## src/rtl/dataproc_mmio_engine_pkg.sv

```systemverilog
`default_nettype none
// ============================================================================
// Module      : dataproc_mmio_engine_pkg
// Description : Shared definitions for the pixel-processing MMIO engine:
//               register offsets, operation modes, CTRL/STATUS bit positions.
// Revision    : 1.0 - initial release
// ============================================================================
package dataproc_mmio_engine_pkg;

    // Register offsets relative to BASE_ADDR
    localparam logic [31:0] c_off_ctrl   = 32'h00;
    localparam logic [31:0] c_off_status = 32'h04;
    localparam logic [31:0] c_off_pixcnt = 32'h08;
    localparam logic [31:0] c_off_in     = 32'h0C;
    localparam logic [31:0] c_off_out    = 32'h10;
    localparam logic [31:0] c_off_param  = 32'h14;

    // Pixel operation selected by CTRL[2:1]
    typedef enum logic [1:0] {
        MODE_PASS   = 2'd0,
        MODE_INVERT = 2'd1,
        MODE_THRESH = 2'd2,
        MODE_SATADD = 2'd3
    } mode_e;

    // CTRL bit positions
    localparam int c_ctrl_en_bit   = 0;
    localparam int c_ctrl_mode_lsb = 1;
    localparam int c_ctrl_clr_bit  = 3;

    // STATUS bit positions
    localparam int c_st_in_empty   = 0;
    localparam int c_st_in_full    = 1;
    localparam int c_st_out_empty  = 2;
    localparam int c_st_out_full   = 3;
    localparam int c_st_busy       = 4;
    localparam int c_st_ovf        = 5;
    localparam int c_st_udf        = 6;
    localparam int c_st_in_cnt_lsb = 8;
    localparam int c_st_out_cnt_lsb = 16;

endpackage : dataproc_mmio_engine_pkg
`default_nettype wire

```

## src/rtl/dataproc_mmio_engine_fifo.sv

```systemverilog
`default_nettype none
// ============================================================================
// Module      : dp_sync_fifo
// Description : Synchronous FIFO with combinational head output, occupancy
//               count and a synchronous flush that overrides push/pop.
// Revision    : 1.0 - initial release
// ============================================================================
module dp_sync_fifo #(
    parameter int WIDTH = 8,
    parameter int DEPTH = 8
) (
    input  logic                     clk,
    input  logic                     resetn,
    input  logic                     flush,
    input  logic                     push,
    input  logic [WIDTH-1:0]         din,
    input  logic                     pop,
    output logic [WIDTH-1:0]         dout,
    output logic                     full,
    output logic                     empty,
    output logic [$clog2(DEPTH):0]   count
);

    localparam int c_aw = $clog2(DEPTH);
    localparam int c_cw = $clog2(DEPTH) + 1;

    logic [WIDTH-1:0] mem_q [DEPTH];
    logic [c_aw-1:0]  wr_ptr_q, wr_ptr_d;
    logic [c_aw-1:0]  rd_ptr_q, rd_ptr_d;
    logic [c_cw-1:0]  count_q, count_d;
    logic             do_push;
    logic             do_pop;

    assign full    = (count_q == c_cw'(DEPTH));
    assign empty   = (count_q == '0);
    assign count   = count_q;
    assign dout    = mem_q[rd_ptr_q];
    assign do_push = push && !full;
    assign do_pop  = pop && !empty;

    // Pointer and occupancy update; DEPTH is a power of two so pointers wrap naturally
    always_comb begin
        wr_ptr_d = wr_ptr_q;
        rd_ptr_d = rd_ptr_q;
        count_d  = count_q;
        if (flush) begin
            wr_ptr_d = '0;
            rd_ptr_d = '0;
            count_d  = '0;
        end else begin
            if (do_push) wr_ptr_d = wr_ptr_q + c_aw'(1);
            if (do_pop)  rd_ptr_d = rd_ptr_q + c_aw'(1);
            case ({do_push, do_pop})
                2'b10:   count_d = count_q + c_cw'(1);
                2'b01:   count_d = count_q - c_cw'(1);
                default: count_d = count_q;
            endcase
        end
    end

    // Control state registers
    always_ff @(posedge clk) begin
        if (!resetn) begin
            wr_ptr_q <= '0;
            rd_ptr_q <= '0;
            count_q  <= '0;
        end else begin
            wr_ptr_q <= wr_ptr_d;
            rd_ptr_q <= rd_ptr_d;
            count_q  <= count_d;
        end
    end

    // Storage array; contents are don't-care while empty so it needs no reset
    always_ff @(posedge clk) begin
        if (do_push && !flush) begin
            mem_q[wr_ptr_q] <= din;
        end
    end

endmodule : dp_sync_fifo
`default_nettype wire

```

## src/rtl/dataproc_mmio_engine.sv

```systemverilog
`default_nettype none
// ============================================================================
// Module      : dataproc_mmio_engine
// Description : Memory-mapped pixel processor. CPU pushes pixels into an
//               input FIFO, a one-stage engine transforms them and results
//               are popped from an output FIFO. Fixed one-wait-cycle bus.
// Revision    : 1.0 - initial release
// ============================================================================
module dataproc_mmio_engine
    import dataproc_mmio_engine_pkg::*;
#(
    parameter logic [31:0] BASE_ADDR  = 32'h0200_1000,
    parameter int          PIX_W      = 8,
    parameter int          FIFO_DEPTH = 8,
    parameter int          CNT_W      = 16
) (
    input  logic        clk,
    input  logic        resetn,
    input  logic        mem_valid,
    output logic        mem_ready,
    input  logic [3:0]  mem_wstrb,
    input  logic [31:0] mem_addr,
    input  logic [31:0] mem_wdata,
    output logic [31:0] mem_rdata
);

    localparam int c_cw = $clog2(FIFO_DEPTH) + 1;

    // Registered state
    logic              mem_ready_q, mem_ready_d;
    logic [31:0]       mem_rdata_q, mem_rdata_d;
    logic              ctrl_en_q, ctrl_en_d;
    mode_e             ctrl_mode_q, ctrl_mode_d;
    logic [PIX_W-1:0]  param_q, param_d;
    logic [CNT_W-1:0]  pixcnt_q, pixcnt_d;
    logic              ovf_q, ovf_d;
    logic              udf_q, udf_d;
    logic              stage_valid_q, stage_valid_d;
    logic [PIX_W-1:0]  stage_data_q, stage_data_d;

    // FIFO interface
    logic              in_full, in_empty, out_full, out_empty;
    logic [c_cw-1:0]   in_count, out_count;
    logic [PIX_W-1:0]  in_dout, out_dout;
    logic              in_push, out_pop;

    // Decode
    logic [31:0]       addr_off;
    logic              sel, accept, is_wr;
    logic              wr_ctrl, wr_status, wr_pixcnt, wr_in, wr_param, rd_out;
    logic              clear;
    logic [c_cw:0]     out_occ;
    logic              eng_adv;
    logic [PIX_W-1:0]  eng_result;
    logic [PIX_W:0]    sat_sum;
    logic [31:0]       status_word;
    logic [31:0]       rdata_mux;

    assign addr_off = mem_addr - BASE_ADDR;
    assign sel      = mem_valid && (mem_addr >= BASE_ADDR) &&
                      (addr_off <= c_off_param) && (mem_addr[1:0] == 2'b00);
    assign accept   = sel && !mem_ready_q;
    assign is_wr    = |mem_wstrb;

    assign wr_ctrl   = accept &&  is_wr && (addr_off == c_off_ctrl);
    assign wr_status = accept &&  is_wr && (addr_off == c_off_status);
    assign wr_pixcnt = accept &&  is_wr && (addr_off == c_off_pixcnt);
    assign wr_in     = accept &&  is_wr && (addr_off == c_off_in);
    assign wr_param  = accept &&  is_wr && (addr_off == c_off_param);
    assign rd_out    = accept && !is_wr && (addr_off == c_off_out);
    assign clear     = wr_ctrl && mem_wdata[c_ctrl_clr_bit];

    assign in_push = wr_in && !in_full;
    assign out_pop = rd_out && !out_empty;

    // Reserve a slot for the in-flight stage so the drain can never hit a full FIFO
    assign out_occ = {1'b0, out_count} + (c_cw + 1)'(stage_valid_q);
    assign eng_adv = ctrl_en_q && !in_empty && (out_occ < (c_cw + 1)'(FIFO_DEPTH)) && !clear;

    assign sat_sum = {1'b0, in_dout} + {1'b0, param_q};

    // Pixel operation on the input FIFO head, using mode/PARAM as currently held
    always_comb begin
        eng_result = in_dout;
        case (ctrl_mode_q)
            MODE_PASS:   eng_result = in_dout;
            MODE_INVERT: eng_result = ~in_dout;
            MODE_THRESH: eng_result = (in_dout >= param_q) ? '1 : '0;
            MODE_SATADD: eng_result = sat_sum[PIX_W] ? '1 : sat_sum[PIX_W-1:0];
            default:     eng_result = in_dout;
        endcase
    end

    // STATUS word assembly
    always_comb begin
        status_word                                = '0;
        status_word[c_st_in_empty]                 = in_empty;
        status_word[c_st_in_full]                  = in_full;
        status_word[c_st_out_empty]                = out_empty;
        status_word[c_st_out_full]                 = out_full;
        status_word[c_st_busy]                     = stage_valid_q || (ctrl_en_q && !in_empty);
        status_word[c_st_ovf]                      = ovf_q;
        status_word[c_st_udf]                      = udf_q;
        status_word[c_st_in_cnt_lsb +: 8]          = 8'(in_count);
        status_word[c_st_out_cnt_lsb +: 8]         = 8'(out_count);
    end

    // Read data selection; OUT returns the head (or 0 when empty), IN reads 0
    always_comb begin
        rdata_mux = '0;
        if (!is_wr) begin
            case (addr_off)
                c_off_ctrl:   rdata_mux = 32'({ctrl_mode_q, ctrl_en_q});
                c_off_status: rdata_mux = status_word;
                c_off_pixcnt: rdata_mux = 32'(pixcnt_q);
                c_off_out:    rdata_mux = out_empty ? 32'h0 : 32'(out_dout);
                c_off_param:  rdata_mux = 32'(param_q);
                default:      rdata_mux = '0;
            endcase
        end
    end

    // Next-state for bus handshake, registers, sticky flags and the engine stage
    always_comb begin
        mem_ready_d   = 1'b0;
        mem_rdata_d   = '0;
        ctrl_en_d     = ctrl_en_q;
        ctrl_mode_d   = ctrl_mode_q;
        param_d       = param_q;
        pixcnt_d      = pixcnt_q;
        ovf_d         = ovf_q;
        udf_d         = udf_q;
        stage_valid_d = eng_adv;
        stage_data_d  = stage_data_q;

        if (accept) begin
            mem_ready_d = 1'b1;
            mem_rdata_d = rdata_mux;
        end

        if (eng_adv) begin
            stage_data_d = eng_result;
        end

        // Stage drains into the output FIFO every cycle it is valid
        if (stage_valid_q) begin
            pixcnt_d = pixcnt_q + CNT_W'(1);
        end
        if (wr_pixcnt) begin
            pixcnt_d = '0;
        end

        // W1C first so a coincident new event wins
        if (wr_status && mem_wdata[c_st_ovf]) ovf_d = 1'b0;
        if (wr_status && mem_wdata[c_st_udf]) udf_d = 1'b0;
        if (wr_in && in_full)                 ovf_d = 1'b1;
        if (rd_out && out_empty)              udf_d = 1'b1;

        if (wr_ctrl) begin
            ctrl_en_d   = mem_wdata[c_ctrl_en_bit];
            ctrl_mode_d = mode_e'(mem_wdata[c_ctrl_mode_lsb +: 2]);
        end
        if (wr_param) begin
            param_d = mem_wdata[PIX_W-1:0];
        end

        if (clear) begin
            stage_valid_d = 1'b0;
            pixcnt_d      = '0;
            ovf_d         = 1'b0;
            udf_d         = 1'b0;
        end
    end

    // State registers with synchronous active-low reset
    always_ff @(posedge clk) begin
        if (!resetn) begin
            mem_ready_q   <= 1'b0;
            mem_rdata_q   <= '0;
            ctrl_en_q     <= 1'b0;
            ctrl_mode_q   <= MODE_PASS;
            param_q       <= '0;
            pixcnt_q      <= '0;
            ovf_q         <= 1'b0;
            udf_q         <= 1'b0;
            stage_valid_q <= 1'b0;
            stage_data_q  <= '0;
        end else begin
            mem_ready_q   <= mem_ready_d;
            mem_rdata_q   <= mem_rdata_d;
            ctrl_en_q     <= ctrl_en_d;
            ctrl_mode_q   <= ctrl_mode_d;
            param_q       <= param_d;
            pixcnt_q      <= pixcnt_d;
            ovf_q         <= ovf_d;
            udf_q         <= udf_d;
            stage_valid_q <= stage_valid_d;
            stage_data_q  <= stage_data_d;
        end
    end

    assign mem_ready = mem_ready_q;
    assign mem_rdata = mem_rdata_q;

    dp_sync_fifo #(
        .WIDTH (PIX_W),
        .DEPTH (FIFO_DEPTH)
    ) u_in_fifo (
        .clk    (clk),
        .resetn (resetn),
        .flush  (clear),
        .push   (in_push),
        .din    (mem_wdata[PIX_W-1:0]),
        .pop    (eng_adv),
        .dout   (in_dout),
        .full   (in_full),
        .empty  (in_empty),
        .count  (in_count)
    );

    dp_sync_fifo #(
        .WIDTH (PIX_W),
        .DEPTH (FIFO_DEPTH)
    ) u_out_fifo (
        .clk    (clk),
        .resetn (resetn),
        .flush  (clear),
        .push   (stage_valid_q),
        .din    (stage_data_q),
        .pop    (out_pop),
        .dout   (out_dout),
        .full   (out_full),
        .empty  (out_empty),
        .count  (out_count)
    );

endmodule : dataproc_mmio_engine
`default_nettype wire

```

## config.mk

```make
export PLATFORM = sky130hd
export DESIGN_NAME = dataproc_mmio_engine
export DESIGN_NICKNAME = d
export VERILOG_FILES = /design/src/rtl/dataproc_mmio_engine_pkg.sv /design/src/rtl/dataproc_mmio_engine_fifo.sv /design/src/rtl/dataproc_mmio_engine.sv
export SDC_FILE = /design/constraint.sdc
export NUM_CORES = 1
export LEC_CHECK = 0
export CAP_MARGIN = 15
export CORE_UTILIZATION = 40
export DETAILED_ROUTE_END_ITERATION = 10
export GPL_TIMING_DRIVEN = 0
export MAX_ROUTING_LAYER = met4
export SLEW_MARGIN = 20
export SYNTH_ARGS = -nofsm -noshare
export SYNTH_HDL_FRONTEND = slang
export SYNTH_SLANG_ARGS = --single-unit
```

## constraint.sdc

```tcl
create_clock -name clk -period 4.3 [get_ports clk]
set_input_delay 0.43 -clock clk [delete_from_list [all_inputs] [get_ports clk]]
set_output_delay 0.43 -clock clk [all_outputs]
set_load 0.05 [all_outputs]
```

=== Word level (Yosys, flattened, before mapping) ===
Memories as Yosys holds them, arrays and structs flattened. A register that Yosys moved wholly into a read port is not among the register bits.
Cells that the tools add are included.
Widths: inputs -> output; s select.

* Logic and storage cells: 120
* Output and inout port bits: 33
* Memory bits (read-only): 0
* Memories: 2
* Memory bits (writable): 128
* Latch bits: 0
* Input bits: 71
* Bits in registers: 91

{| class="wikitable"
|+ Memory list
! name !! words !! width !! rd ports !! clocked after memory_dff !! wr ports !! RTL line !! RTL
|-
| u_in_fifo.mem_q || 8 || 8 || 1 || 1 || 1 || dataproc_mmio_engine_fifo.sv:27 || <nowiki>logic [WIDTH-1:0] mem_q [DEPTH];</nowiki>
|-
| u_out_fifo.mem_q || 8 || 8 || 1 || 1 || 1 || dataproc_mmio_engine_fifo.sv:27 ||
|}

* Div/mod/pow operators: 0
* Order comparisons: 4
* Bitwise gates (word level): 3
* Reduce and logical (&&, ||, !) cells: 49
* Mux-type cells: 20
* Shift-type cells: 0
* Add/sub/neg operators: 12
* Multiply operators: 0
* Equal/unequal tests: 14

{| class="wikitable"
|+ Operators with widths
! cell !! number
|-
| $pmux 20 s5 || 1
|-
| $eq 32x4->1 const B || 2
|-
| $eq 32x5->1 const B || 2
|-
| $eq 32x3->1 const B || 1
|-
| $ge 32x26->1 const B || 1
|-
| $le 32x5->1 const B || 1
|-
| $logic_not 32->1 || 1
|-
| $pmux 8 s4 || 1
|-
| $sub 32x26->32 const B || 1
|-
| $logic_and 1x1->1 || 28
|-
| $mux 8 || 3
|-
| $add 16x1->16 const B || 1
|-
| $pmux 4 s2 || 2
|-
| $add 3x1->3 const B || 4
|-
| $mux 3 || 4
|-
| $add 8x8->9 || 1
|-
| $mux 1 || 9
|-
| $add 4x1->4 const B || 2
|-
| $eq 2x2->1 const B || 4
|-
| $eq 4x4->1 const B || 2
|-
| $ge 8x8->1 || 1
|-
| $logic_not 4->1 || 2
|-
| $not 8->8 || 1
|-
| $reduce_bool 2->1 || 4
|-
| 12 further kinds || 23
|}

=== Longest topological paths before layout ===
Gate-level depths: netlist of run 1.

* Depth after elaboration: 13
* Depth in mapped cells: 16
* Depth with buffers taken out: 14

=== Hierarchy ===
From an unflattened synthesis of run 1, not the netlist that was laid out.

* Cells, all modules: 754
* Area total of the unflattened synthesis: 9809.4 um^2

{| class="wikitable"
|+ Modules (own cells, without submodules)
! module !! cells an instance !! instances !! seq. area each (um^2) !! area an instance (um^2)
|-
| dp_sync_fifo || 172 || 2 || 2182.1 || 3144.3
|-
| dataproc_mmio_engine || 410 || 1 || 1181.1 || 3520.9
|}

=== Worst setup path after synthesis of run 1 ===
Ideal clock, no wire load.

* Path type: register -> register
* Start point: reg with a tool-made name
* End point: reg stage_data_q[5]
* Library setup time: 119 ps
* Cell stages (with the launch flop): 13
* Slack: 674 ps
* Clock period less this slack: 3626 ps
* Arrival time: 3507 ps
* Required time: 4181 ps
* Path buffers: 2
* Path through: dfxtp_1 -> buf_2 -> buf_2 -> mux4_2 -> mux2i_1 -> inv_1 -> ha_1 -> a211oi_1 -> o31ai_1 -> a2111o_1 -> a211o_1 -> a31o_1 -> o221a_2

{| class="wikitable"
|+ RTL lines
! element !! RTL line !! RTL
|-
| end signal, assigned || dataproc_mmio_engine.sv:198 || <nowiki>stage_data_q <= stage_data_d;</nowiki>
|-
| end, declared || dataproc_mmio_engine.sv:39 || <nowiki>logic [PIX_W-1:0] stage_data_q, stage_data_d;</nowiki>
|}

==> run_results.csv, run 1 <==
group,metric,value,unit
outcome,status,"complete, no violations",
timing,relSlewSlack,43.54,%
yosys,synth_cells,725,
floorplanning,initial_utilization,40.78,%
cts,cts_tree,"built",
timing,finalSetupViolCount,0,
cells_and_area,post-route-util,49.05,%
routing,drt_first_pass_iters,5,
place,hpwlAfterDp,15200,um
grt,grt_max_degree,15,
grt,antenna_found_initial,0,
timing,finalHoldViolCount,0,
setup_path,r2r_end,"stage_data_q[5]",
timing,clock_skew,25.38,ps
cts,postCtsSetupRepairBufs,0,
yosys,synthTopCellsByArea,"edfxtp_1, dfxtp_1, mux4_2",
grt,grtUsageTotal,17.50,%
cells_and_area,final_layout_size_suffix_gt1_share,17.36,%
flow_run,cap_violations,0,
setup_path,reg2reg_slack,350,ps
yosys,synth_compound_area_share,6.758,%
cts,cts_max_path_buffers,3,
setup_path,worst-setup-path-type,"register to register",
min_path,hp-class,"register to register",
routing,vias,5962,
yosys,synth_ff_type,"edfxtp_1",
cts,cts_buffers,23,
grt,grt_pass1_vias,5864,
cts,numClockSinks,213,
yosys,synth_edf_count,128,
place,gp_congestion,0.8400,
yosys,ys_ff_latch,213,
routing,first_iter_violations,458,
setup_path,required,4700,ps
routing,via_per_inst,5.113,
yosys,synth-async-reset-ratio,0,%
timing,rsz0062_at_grt,"false",
yosys,synth-xor-area-share,4.026,%
pwr,ir_drop,0.3011,mV
pwr,power.density,367.5,mW/mm^2
yosys,synth_top_family_by_area,"simple AND/OR/NAND/NOR gates",
routing,drc,0,
floorplanning,die-area,0.02455,sq mm
setup_path,arrival,4350,ps
setup_path,path_max_fanout,10,
floorplanning,die_x,156.7,um
floorplanning,num_rows,56,
setup_path,r2r_cells,12,
timing,drv_slew,0,
yosys,synth_cell_types,67,
setup_path,endpoint_kind,"register",
floorplanning,core_area,0.02347,sq mm
yosys,yosysTopAreaCell,"edfxtp_1",
yosys,synthMuxAreaShare,11.20,%
cts,clk_pin_slew_worst_paths,70,ps
timing,fin_crit_sh,91.92,%
yosys,seq_area_frac_synth,57.93,%
min_path,min_to,"mem_rdata[15]",
pwr,p_leak,4.001,nW
yosys,synth_warnings,0,
place,portBuffers,67,
timing,final.min_clock_period,3953,ps
timing,holdWs,481.7,ps
yosys,syn-cell-area,0.009572,sq mm
setup_path,startpoint_type,"register",
cts,clk_latency,510,ps
cts,htreeDepth,1,
cells_and_area,area_growth,20.27,%
yosys,synth-simple-area-share,11.86,%
pwr,total_power,4.230,mW
cts,cts_root_buf,"clkbuf_16",
routing,routedWlPerCell,17.43,um
floorplanning,io_pins,104,
grt,gr-total-overflow,0,
yosys,yosys.area.top_type_share,40.16,%
timing,tightest_slew,843.8,ps
floorplanning,die_h,156.7,um
timing,max_freq,0.2530,GHz
min_path,min-delay-start,"pixcnt_q[15]",
routing,drt-total-wl,20320,um
min_path,whs_path_depth,1,
yosys,synthAdderAreaFrac,4.549,%
cells_and_area,num_antenna_cells,0,
grt,grt_pass1_wl,31820,um
cells_and_area,nets,936,
routing,ant_nets,0,
yosys,avgSynthCellArea,13.20,sq um
-- critical path, cell delays in order (launching register included) --
cell	delay [ps]
dfxtp_1	310
buf_2	260
buf_6	230
mux4_2	540
mux2i_2	340
ha_1	330
nand2b_1	150
a211oi_1	250
o31ai_1	150
a2111o_1	420
a211o_1	380
a31o_1	250
o221a_2	250
-- Yosys cell counts, types with 2 or more instances --
cell	instances
mux2i_1	16
o21ai_0	4
and4_1	3
a22oi_1	4
edfxtp_1	128
nor4_1	4
mux4_2	32
a21oi_1	19
xor2_1	23
o21bai_1	2
or4_1	2
buf_1	2
dfxtp_1	85
a222oi_1	7
nand2b_1	9
o21ba_2	2
fa_1	3
buf_4	14
nand3_1	10
buf_6	2
nor2b_1	16
and2_1	13
and3b_1	2
mux2_2	17
nor3b_1	5
nand2_1	30
nor3_1	14
and3_1	5
clkbuf_1	14
ha_1	30
xnor2_1	21
a41oi_1	2
a211oi_1	4
a21o_1	4
nand4_1	15
buf_2	11
nor2_1	78
o221a_2	8
o31ai_1	2
nand3b_1	2
o22ai_1	8
inv_1	28
-- repair_timing --
item                       in CTS  in global routing
pin swaps                       0                  0
hold buffers                    0                  0
gates cloned                    0                  0
setup endpoints to repair       3                  3
resized for setup               2                  3
-- kinds of logic after synthesis --
family          Yosys count
flops                   213
fa+ha+maj                33
xor+xnor                 44
mux                      65
compound gates           82
simple gates            216
other cells               1
buf+inv                  71
-- where the power goes --
group / switching (mW) / total (mW) / leakage [nW] / internal, mW
registers: 0.0000000000368 / 2.15 / 1.93 / 2.15
clock network: 0.794 / 1.95 / 0.361 / 1.16
logic: 0.0721 / 0.130 / 1.71 / 0.0575
-- stage by stage --
| stage | std cells | instance area, sq um | TNS [ps] | worst slack [ps] |
|---|---|---|---|---|
| detailed placement | 1127 | 10760 | -392.5 | -135.7 |
| finish | 1166 | 11510 | 0 | 347.2 |
| global placement | 1122 | 10680 | -351.6 | -117.8 |
| CTS | 1167 | 11500 | 0 | 71.60 |
| global route | 1166 | 11510 | 0 | 56.61 |
| floorplan | 736 | 9613 | 0 | 674.3 |
-- layout by cell type (no fill, tap or decap), types with 13 or more instances in the layout --
| cell type | instances |
|---|---|
| and2_1 | 13 |
| mux2i_1 | 14 |
| mux4_2 | 32 |
| ha_1 | 30 |
| nand4_1 | 15 |
| inv_1 | 28 |
| clkdlybuf4s50_1 | 67 |
| a21oi_1 | 19 |
| nor2b_1 | 16 |
| edfxtp_1 | 128 |
| clkbuf_16 | 23 |
| dfxtp_1 | 85 |
| nor2_1 | 78 |
| xnor2_1 | 21 |
| mux2_2 | 17 |
| xor2_1 | 23 |
| buf_4 | 19 |
| nand2_1 | 30 |
-- layer usage --
metal / part of all wire [%] / global-route usage, % / routed length [um]
met1: 45 / 23.08 / 9053
met2: 49 / 28.68 / 9902
met3: 5.0 / 2.299 / 1006
met4: 1.8 / 4.108 / 359
met5: 0 / - / 0
-- registers in the layout, summed over array words and instances, names as in the netlist, named ones only --
| signal | cells |
|---|---|
| ctrl_en_q | 1 |
| ctrl_mode_q | 2 |
| mem_rdata | 20 |
| mem_ready | 1 |
| ovf_q | 1 |
| param_q | 8 |
| pixcnt_q | 16 |
| stage_data_q | 8 |
| stage_valid_q | 1 |
| u_in_fifo.count | 4 |
| u_in_fifo.mem_q | 64 |
| u_in_fifo.rd_ptr_q | 3 |
| u_in_fifo.wr_ptr_q | 3 |
| u_out_fifo.count | 4 |
| u_out_fifo.mem_q | 64 |
| u_out_fifo.rd_ptr_q | 3 |
| u_out_fifo.wr_ptr_q | 3 |
| udf_q | 1 |
-- how the worst max path moves through the flow --
stage             start               to  slack [ps]  cells after the start
2_1_floorplan  register  stage_data_q[5]         670                     12
5_1_grt        register  stage_data_q[5]          60                     12
3_3_place_gp   register  stage_data_q[6]        -120                     12
3_5_place_dp   register  stage_data_q[5]        -140                     12
6_report       register  stage_data_q[5]         350                     12
4_1_cts        register  stage_data_q[5]          70                     12
-- layout make-up --
class	count	area [sq um]
buffer	42	246.5
timing repair buffer	72	708.2
tap	319	399.1
fill	2055	11960
clock inverter	17	168.9
inverter	28	105.1
clock buffer	23	575.6
sequential	213	5545
multi-input combinational	452	3764
Note: power is estimated with default switching activity, not from simulation.
==> inputs of run 2 (changes only) <==
- SLEW_MARGIN: 20 -> unset
==> run_results.csv, run 2 (synthesis results as in run 1) <==
group,metric,value,unit
setup_path,startpoint_type,"register",
routing,drc,0,
grt,antenna_found_initial,0,
place,post-place-cells,1125,
timing,max_freq,0.2484,GHz
setup_path,r2r_end,"stage_data_q[7]",
timing,drv_slew,0,
floorplanning,core_area,0.02347,sq mm
pwr,seq_power_share,48.4,%
routing,wl_met3,614,um
setup_path,reg2reg_slack,270,ps
setup_path,crit_path_end,"stage_data_q[7]",
cells_and_area,layout.cells.non_filler,1167,
min_path,hp-class,"register to register",
pwr,p_sw,0.8757,mW
setup_path,r2r_cells,12,
cts,cts_tree,"built",
routing,vias,5886,
cts,postCtsSetupRepairBufs,0,
timing,final.min_clock_period,4026,ps
cells_and_area,final_cell_area,0.01158,sq mm
cells_and_area,nets,935,
cts,htreeDepth,1,
grt,grt_pass1_wl,31530,um
setup_path,required,4700,ps
grt,grtUsageTotal,17.36,%
routing,routedWlPerCell,17.45,um
pwr,p_int,3.562,mW
place,hpwlAfterDp,14950,um
pwr,combPwrFrac,2.9,%
routing,via_per_inst,5.044,
cts,clk_pin_slew_worst_paths,70,ps
routing,drt-total-wl,20370,um
cells_and_area,area_growth,20.99,%
routing,drt_first_pass_iters,7,
pwr,p_leak,4.026,nW
cells_and_area,num_antenna_cells,0,
cells_and_area,final_layout_size_suffix_gt1_share,17.22,%
routing,first_iter_violations,424,
pwr,clkPwrFrac,48.6,%
cts,cts_root_buf,"clkbuf_16",
place,placed_cell_area,0.01073,sq mm
cts,cts_buffers,23,
timing,clock_skew,29.54,ps
cells_and_area,final_common_cell,"edfxtp_1",
flow_run,cap_violations,0,
outcome,status,"complete, no violations",
setup_path,path_max_fanout,10,
floorplanning,initial_utilization,40.78,%
timing,finalSetupViolCount,0,
timing,relSlewSlack,39.31,%
grt,grt_pass1_vias,5751,
pwr,ir_drop,0.3202,mV
floorplanning,num_rows,56,
floorplanning,io_pins,104,
timing,fin_crit_sh,93.63,%
cts,cts_max_path_buffers,3,
routing,drt-met1-wl,9496,um
floorplanning,die_h,156.7,um
timing,setup_tns,0,ps
cells_and_area,final_cell_mix,"edfxtp_1, dfxtp_1, nor2_1",
setup_path,cp_slowest_cell,"a2111o_1",
timing,finalHoldViolCount,0,
routing,ant_nets,0,
cells_and_area,post-route-util,49.34,%
timing,tightest_slew,905.4,ps
setup_path,max_stage_delay,430,ps
setup_path,crit_chain,"clkbuf_1 -> clkbuf_2 -> mux4_2 -> mux2i_2 -> ha_1 -> nand2b_1 -> a211oi_1 -> o31ai_1 -> a2111o_1 -> a211o_1 -> a31o_1 -> o221a_2",
setup_path,arrival,4430,ps
floorplanning,die-area,0.02455,sq mm
grt,gr-total-overflow,0,
setup_path,endpoint_kind,"register",
pwr,swShare,19.73,%
place,gp_congestion,0.8400,
place,portBuffers,67,
floorplanning,die_x,156.7,um
routing,met2WireLength,9887,um
setup_path,worst-setup-path-type,"register to register",
cts,numClockSinks,213,
timing,rsz0062_at_grt,"false",
cts,clk_latency,520,ps
routing,top_layer_used,"met4",
grt,grt_max_degree,15,
pwr,power.density,383.2,mW/mm^2
## run 2: cell count changes in the layout (fill, tap and decap cells not counted), moves of 3 or more
| cell | before | now |
|---|---|---|
| buf_4 | 19 | 15 |
| bufinv_16 | 3 | 6 |
| clkbuf_1 | 12 | 17 |
| clkinv_1 | 6 | 1 |
| inv_6 | 3 | 0 |
## run 2: worst max-delay path, delay by kind of cell, from the launching register on
kind,cells,cell delay (ps)
AND/OR/NAND/NOR,1,150
flip-flops,1,320
buffers and inverters,2,730
AO/OA/AOI/OAI,6,1680
adder cells (fa/ha/maj),1,320
multiplexers,2,710
## run 2: how the worst min path moves through the flow
stage,startpoint,to,slack (ps),depth (start not counted)
6_report,pixcnt_q[15],mem_rdata[15],480,1
3_3_place_gp,pixcnt_q[15],mem_rdata[15],460,1
3_5_place_dp,pixcnt_q[15],mem_rdata[15],470,1
2_1_floorplan,ovf_q,ovf_q,430,2
5_1_grt,udf_q,udf_q,500,2
4_1_cts,pixcnt_q[15],mem_rdata[15],490,1
## run 2: layout make-up
class / count / area, sq um
fillers: 2065 / 11890
flip-flops and latches: 213 / 5545
multi-input cells: 452 / 3754
repair buffers: 70 / 688.2
clock buffers: 27 / 590.6
well taps: 319 / 399.1
plain buffers: 43 / 250.2
clock inverters: 15 / 249.0
inverters: 28 / 105.1
## run 2: power by group through the flow
stage	sequential (mW)	combinational [mW]	clock [mW]
floorplan	2.19	0.0612	0
global placement	2.19	0.129	0
detailed placement	2.19	0.130	0
CTS	2.15	0.130	2.20
global route	2.15	0.139	2.27
finish	2.15	0.130	2.16
## run 2: timing repair
item                                    CTS  global route
hold buffers                              0             0
gates resized for setup                   2             4
endpoints found under the setup margin    3             3
## run 2: routing by layer
metal | vias to the layer above | global-route usage (%)
met1 | 2887 | 22.68
met3 | 28 | 2.548
met2 | 88 | 28.64
met4 | 0 | 3.782
li1 | 2883 | -
met5 | - | -
## run 2: per-stage QoR
stage | setup slack, ps | power (mW) | hold slack, ps
detailed placement | -133.9 | 2.323 | 472.4
finish | 274.0 | 4.438 | 479.7
floorplan | 674.3 | 2.254 | 431.3
global route | 13.16 | 4.561 | 499.4
CTS | 86.95 | 4.483 | 487.3
global placement | -117.8 | 2.322 | 460.8
==> inputs of run 3 (changes only) <==
- HOLD_SLACK_MARGIN: unset -> 0.03
==> results of run 3 <==
Final layout, timing and power as in run 2 (identical DEF).
